## src/rtl/pll_seq_pkg.sv

```systemverilog
// Shared types and helpers for the HS-clock PLL reset/lock sequencer.
package pll_seq_pkg;

  typedef enum logic [2:0] {
    S_RESET     = 3'd0,
    S_WAIT_LOCK = 3'd1,
    S_STABLE    = 3'd2,
    S_ODIV      = 3'd3,
    S_RUN       = 3'd4,
    S_FAIL      = 3'd5
  } state_t;

  localparam int unsigned LOST_CNT_W = 8;

  typedef struct packed {
    logic pll_rst;
    logic rstodiv;
    logic hs_rst;
    logic ready;
    logic fail;
  } outs_t;

  localparam outs_t OUTS_RESET = '{pll_rst: 1'b1, rstodiv: 1'b0, hs_rst: 1'b1,
                                   ready: 1'b0, fail: 1'b0};

  // Output decode of a state; applied to the next state so outputs move with the state register.
  function automatic outs_t decode_outs(input state_t s);
    outs_t o;
    o.pll_rst = (s == S_RESET) || (s == S_FAIL);
    o.rstodiv = (s == S_ODIV);
    o.hs_rst  = (s != S_RUN);
    o.ready   = (s == S_RUN);
    o.fail    = (s == S_FAIL);
    return o;
  endfunction

endpackage

```

## src/rtl/sync_2ff.sv

```systemverilog
// Generic 1-bit two-flop synchronizer for asynchronous status inputs.
module sync_2ff (
  input  logic clk,
  input  logic rst,
  input  logic d,
  output logic q
);

  (* ASYNC_REG = "TRUE" *) logic meta;
  (* ASYNC_REG = "TRUE" *) logic sync;

  // Two back-to-back flops; both clear to 0 on reset.
  always_ff @(posedge clk) begin
    if (rst) begin
      meta <= 1'b0;
      sync <= 1'b0;
    end else begin
      meta <= d;
      sync <= meta;
    end
  end

  assign q = sync;

endmodule

```

## src/rtl/pll_hs_rst_seq.sv

```systemverilog
// Reset/lock sequencer for the MIPI DSI HS-clock PLL: pulses pll_rst, qualifies lock,
// realigns the output divider and then releases hs_rst. Runs on the board clock.
module pll_hs_rst_seq
  import pll_seq_pkg::*;
#(
  parameter int unsigned RST_CYCLES     = 64,
  parameter int unsigned LOCK_TIMEOUT   = 65000,
  parameter int unsigned LOCK_STABLE    = 256,
  parameter int unsigned RSTODIV_CYCLES = 8,
  parameter int unsigned MAX_RETRY      = 4
) (
  input  logic                  clk,
  input  logic                  rst,
  input  logic                  restart,
  input  logic                  pll_lock,
  output logic                  pll_rst,
  output logic                  rstodiv,
  output logic                  hs_rst,
  output logic                  ready,
  output logic                  fail,
  output logic [LOST_CNT_W-1:0] lock_lost_cnt
);

  localparam int unsigned RST_W = $clog2(RST_CYCLES + 1);
  localparam int unsigned TMO_W = $clog2(LOCK_TIMEOUT + 1);
  localparam int unsigned STB_W = $clog2(LOCK_STABLE + 1);
  localparam int unsigned ODV_W = $clog2(RSTODIV_CYCLES + 1);
  localparam int unsigned RTY_W = $clog2(MAX_RETRY + 1);

  localparam logic [RST_W-1:0] RST_END = RST_W'(RST_CYCLES);
  localparam logic [TMO_W-1:0] TMO_END = TMO_W'(LOCK_TIMEOUT);
  localparam logic [STB_W-1:0] STB_END = STB_W'(LOCK_STABLE);
  localparam logic [ODV_W-1:0] ODV_END = ODV_W'(RSTODIV_CYCLES);
  localparam logic [RTY_W-1:0] RTY_END = RTY_W'(MAX_RETRY);

  logic lock_s;

  state_t state, state_n;
  outs_t  outs_q;

  logic [RST_W-1:0]      rst_cnt, rst_cnt_n, rst_inc;
  logic [TMO_W-1:0]      tmo_cnt, tmo_cnt_n, tmo_inc;
  logic [STB_W-1:0]      stb_cnt, stb_cnt_n, stb_inc;
  logic [ODV_W-1:0]      odv_cnt, odv_cnt_n, odv_inc;
  logic [RTY_W-1:0]      rty_cnt, rty_cnt_n, rty_inc;
  logic [LOST_CNT_W-1:0] lost_cnt, lost_cnt_n;

  sync_2ff u_lock_sync (
    .clk (clk),
    .rst (rst),
    .d   (pll_lock),
    .q   (lock_s)
  );

  assign rst_inc = rst_cnt + RST_W'(1);
  assign tmo_inc = tmo_cnt + TMO_W'(1);
  assign stb_inc = stb_cnt + STB_W'(1);
  assign odv_inc = odv_cnt + ODV_W'(1);
  assign rty_inc = rty_cnt + RTY_W'(1);

  // Next-state and counter update. Each counter exits its state when the incremented
  // value equals the parameter, so it never exceeds the parameter and never wraps.
  // The WAIT_LOCK cycle that first sees lock counts as the first stable cycle.
  always_comb begin
    state_n    = state;
    rst_cnt_n  = rst_cnt;
    tmo_cnt_n  = tmo_cnt;
    stb_cnt_n  = stb_cnt;
    odv_cnt_n  = odv_cnt;
    rty_cnt_n  = rty_cnt;
    lost_cnt_n = lost_cnt;
    if (restart) begin
      state_n   = S_RESET;
      rst_cnt_n = '0;
      tmo_cnt_n = '0;
      stb_cnt_n = '0;
      odv_cnt_n = '0;
      rty_cnt_n = '0;
    end else begin
      case (state)
        S_RESET: begin
          if (rst_inc == RST_END) begin
            state_n   = S_WAIT_LOCK;
            rst_cnt_n = '0;
          end else begin
            rst_cnt_n = rst_inc;
          end
        end
        S_WAIT_LOCK: begin
          if (lock_s) begin
            if (LOCK_STABLE == 1) begin
              state_n   = S_ODIV;
              stb_cnt_n = '0;
              tmo_cnt_n = '0;
            end else begin
              state_n   = S_STABLE;
              stb_cnt_n = STB_W'(1);
            end
          end else if (tmo_inc == TMO_END) begin
            tmo_cnt_n = '0;
            rty_cnt_n = rty_inc;
            state_n   = (rty_inc == RTY_END) ? S_FAIL : S_RESET;
          end else begin
            tmo_cnt_n = tmo_inc;
          end
        end
        S_STABLE: begin
          // A glitch drops back to WAIT_LOCK without resetting the attempt timeout.
          if (!lock_s) begin
            state_n   = S_WAIT_LOCK;
            stb_cnt_n = '0;
          end else if (stb_inc == STB_END) begin
            state_n   = S_ODIV;
            stb_cnt_n = '0;
            tmo_cnt_n = '0;
          end else begin
            stb_cnt_n = stb_inc;
          end
        end
        S_ODIV: begin
          if (!lock_s) begin
            state_n   = S_RESET;
            odv_cnt_n = '0;
          end else if (odv_inc == ODV_END) begin
            state_n   = S_RUN;
            odv_cnt_n = '0;
          end else begin
            odv_cnt_n = odv_inc;
          end
        end
        S_RUN: begin
          rty_cnt_n = '0;
          if (!lock_s) begin
            state_n = S_RESET;
            if (lost_cnt != '1) lost_cnt_n = lost_cnt + LOST_CNT_W'(1);
          end
        end
        S_FAIL: begin
          state_n = S_FAIL;
        end
        default: begin
          state_n = S_RESET;
        end
      endcase
    end
  end

  // State, counters and registered output decode of the next state.
  always_ff @(posedge clk) begin
    if (rst) begin
      state    <= S_RESET;
      outs_q   <= OUTS_RESET;
      rst_cnt  <= '0;
      tmo_cnt  <= '0;
      stb_cnt  <= '0;
      odv_cnt  <= '0;
      rty_cnt  <= '0;
      lost_cnt <= '0;
    end else begin
      state    <= state_n;
      outs_q   <= decode_outs(state_n);
      rst_cnt  <= rst_cnt_n;
      tmo_cnt  <= tmo_cnt_n;
      stb_cnt  <= stb_cnt_n;
      odv_cnt  <= odv_cnt_n;
      rty_cnt  <= rty_cnt_n;
      lost_cnt <= lost_cnt_n;
    end
  end

  assign pll_rst       = outs_q.pll_rst;
  assign rstodiv       = outs_q.rstodiv;
  assign hs_rst        = outs_q.hs_rst;
  assign ready         = outs_q.ready;
  assign fail          = outs_q.fail;
  assign lock_lost_cnt = lost_cnt;

endmodule

```

## config.mk

```make
export PLATFORM = sky130hd
export DESIGN_NAME = pll_hs_rst_seq
export DESIGN_NICKNAME = d
export VERILOG_FILES = /design/src/rtl/pll_seq_pkg.sv /design/src/rtl/sync_2ff.sv /design/src/rtl/pll_hs_rst_seq.sv
export SDC_FILE = /design/constraint.sdc
export NUM_CORES = 1
export LEC_CHECK = 0
export CAP_MARGIN = 20
export CORE_MARGIN = 1
export CORE_UTILIZATION = 60
export DETAILED_ROUTE_END_ITERATION = 7
export GPL_ROUTABILITY_DRIVEN = 0
export PLACE_DENSITY = 0.8
export SETUP_SLACK_MARGIN = 0.15
export SYNTH_ARGS = -nofsm -noshare
export SYNTH_HDL_FRONTEND = slang
export SYNTH_SLANG_ARGS = --single-unit
```

## constraint.sdc

```tcl
create_clock -name clk -period 3.8 [get_ports clk]
set_input_delay 0.76 -clock clk [delete_from_list [all_inputs] [get_ports clk]]
set_output_delay 0.76 -clock clk [all_outputs]
set_load 0.02 [all_outputs]
```

==> impl_results.md <==
- Outcome: complete, no violations
- I/O pin total: 17
- Die area: 5550 um^2
- WL final: 6.68 mm
- Pleak: 1.19 nW
- Worst Tran Pin Value: 816 ps
- Die Y: 74.5 um
- Hold Buf Count CTS: 0
- Post-detail-place hpwl: 4.61 mm
- Critical path arrival: 2970 ps
- Area delta synth->final: 11.0%
- Most common cell after layout, fill and taps aside: dfxtp_1
- Worst setup EP type: flip-flop
- Worst endpoint required time: 4030 ps
- Clock Sinks: 57
- Final setup fails: 0
- Layout cells sized above 1: 0.0714
- Post-route ant nets: 0
- Syn nets: 403
- Post-synth EDFFs: 0
- Max_cap viols: 0
- Worst-path clk slew: 60 ps
- Die Wd: 74.5 um
- DR vias: 2912
- DRT Pass-1 Iters: 5
- GRT overflow: 0
- Share of flip-flops with an asynchronous set or reset: 0
- Ant diodes: 0
- Mapped Area: 3150 um^2
- Port bufs: 16
- Tot Pwr: 0.00115 W
- Pint: 0.000903 W
- H-tree depth: 3
- Syn Area/Cell: 8.05 um^2
- CTS tree: yes
- Worst Path Class, Setup: reg -> reg
- Cts bufs inserted: 9
- Final Max Slew Viols: 0
- Clk buf depth: 2
- Psw: 0.000243 W
- Post-CTS resize count: 0
- Finished Core Util: 0.690
- Worst setup SP type: flip-flop
- Post-synthesis sequential area ratio: 0.362
- Post-CTS setup buffer count: 0
- DRC violations left: 0
- Clk Latency, worst-skew pair: 340 ps
- Max_slew headroom: 0.451
- Unrepaired setup endpoints after global routing: false
- First-pass GRT wire length: 10.8 mm
- Net Sw Frac: 0.212
- Commonest cells after routing, fill and taps aside: dfxtp_1, nor2_1, nand2_1
- Synthesized flop and latch total: 57
- Reg power frac: 0.525
- Total Neg Setup Slack: 0 ps
- Clk network pwr share: 0.455
- Post-synth top flop: dfxtp_1
- Number of global-route vias before repair: 2419
- Cell Rows: 26
- Vias per inst: 6.12
- Largest net degree at the start of global routing: 26
- Final Skew: 8.98 ps
- Mapped Cells: 392
- Initial Utilization: 0.622
- Core Box Area: 5070 um^2
- Root Buffer: clkbuf_8
- Antenna violations before repair: 0
- Pwr dens: 327 nW/um^2
- Wirelength per Cell: 14.0 um
- Worst Hold Class: reg -> reg
- Nets: 413
- Iter 0 DRT Violations: 280
- Peak VDD IR: 217 uV
- Critical path peak fanout: 8
- # fillers: 423
- Final Critical Period: 2740 ps
- FMAX: 365 MHz
- Period utilization: 0.721
- Comb pwr share: 0.020
- Yosys cell types: 57
- Syn. warnings: 0
- Total track usage: 0.255
- Final Hold Violating Endpoints: 0
[through the flow]
stage | hold WS [ps] | instances | worst slack [ps] | instance area, um^2
after floorplan | 414 | 392 | 1450 | 3150
after global routing | 481 | 476 | 800 | 3500
after global placement | 419 | 461 | 945 | 3330
final | 456 | 476 | 1060 | 3500
after detailed placement | 442 | 461 | 890 | 3330
after CTS | 456 | 476 | 1040 | 3500
[worst max-delay path, cell delays in order, from the launching register on]
cell and delay [ps]:
dfxtp_1 450, ha_1 280, and4_1 300, mux2i_1 210
a31oi_1 110, nor3_1 570, a211oi_1 320, a21o_1 230
a22o_1 170
[final timing paths]
kind | from | end | slack [ps] | cells past startpoint
hold reg to reg | rty_cnt[1] | rty_cnt[1] | 460 | 2
hold / removal | rty_cnt[1] | rty_cnt[1] | 460 | 2
setup reg to reg | stb_cnt[0] | tmo_cnt[14] | 1060 | 8
setup / recovery | stb_cnt[0] | tmo_cnt[14] | 1060 | 8
[area by class of cell]
class / instances / area (um^2) / area share
timing repair buffer: 18 / 175 / 0.0500
sequential: 57 / 1140 / 0.326
tap: 70 / 87.6 / 0.0250
multi-input combinational: 308 / 1890 / 0.540
clock buffer: 11 / 131 / 0.0375
clock inverter: 4 / 45.0 / 0.0129
inverter: 8 / 30.0 / 0.00857
[per-layer routing]
layer,global-route usage,up-vias,wire [um]
met5,0,-,0
met2,0.368,117,2970
met3,0.0515,15,417
met4,0.115,0,114
met1,0.363,1316,3180
li1,-,1464,-
[cells in the mapped netlist, types with 4 or more instances]
master,count,share of area
xnor2_1,6,0.017
a31oi_1,9,0.018
clkbuf_1,10,0.012
nand3_1,20,0.032
a22oi_1,5,0.012
nor2b_1,6,0.012
o21ai_0,18,0.029
buf_2,7,0.011
a22o_1,4,0.011
nand2_1,39,0.046
nor3_1,7,0.011
and4_1,5,0.014
nor4_2,4,0.016
a21oi_1,30,0.048
nand3b_1,4,0.0095
nand4_1,12,0.024
dfxtp_1,57,0.36
inv_1,8,0.0095
xor2_1,10,0.028
nand4b_1,4,0.011
a21o_1,6,0.014
ha_1,7,0.028
a211oi_1,4,0.0095
nor2_1,50,0.060
or3_1,5,0.0099
mux2i_1,4,0.013
and3_1,6,0.012
[cells by family after synthesis]
group | count (synthesis) | share of synthesized area
AND/OR/NAND/NOR | 176 | 0.290
buffers and inverters | 27 | 0.0385
adder cells (fa/ha/maj) | 7 | 0.0278
AO/OA/AOI/OAI | 105 | 0.225
multiplexers | 4 | 0.0127
flip-flops | 57 | 0.362
XOR/XNOR | 16 | 0.0444
[power groups by stage]
stage / combinational (W) / clock, W / sequential [W]
3_3_place_gp: 0.0000222 / 0 / 0.000615
6_report: 0.0000226 / 0.000522 / 0.000602
5_1_grt: 0.0000254 / 0.000555 / 0.000602
3_5_place_dp: 0.0000228 / 0 / 0.000615
4_1_cts: 0.0000228 / 0.000531 / 0.000602
2_1_floorplan: 0.0000161 / 0 / 0.000614
[registers in the layout (all words and copies together), names as in the netlist]
| signal | count |
|---|---|
| rty_cnt | 3 |
| rst_cnt | 7 |
| rstodiv | 1 |
| ready | 1 |
| u_lock_sync.meta | 1 |
| u_lock_sync.q | 1 |
| pll_rst | 1 |
| lock_lost_cnt | 8 |
| state | 3 |
| stb_cnt | 9 |
| tmo_cnt | 16 |
| fail | 1 |
| odv_cnt | 4 |
| hs_rst | 1 |
No activity file was read; power rests on OpenSTA's default activity.
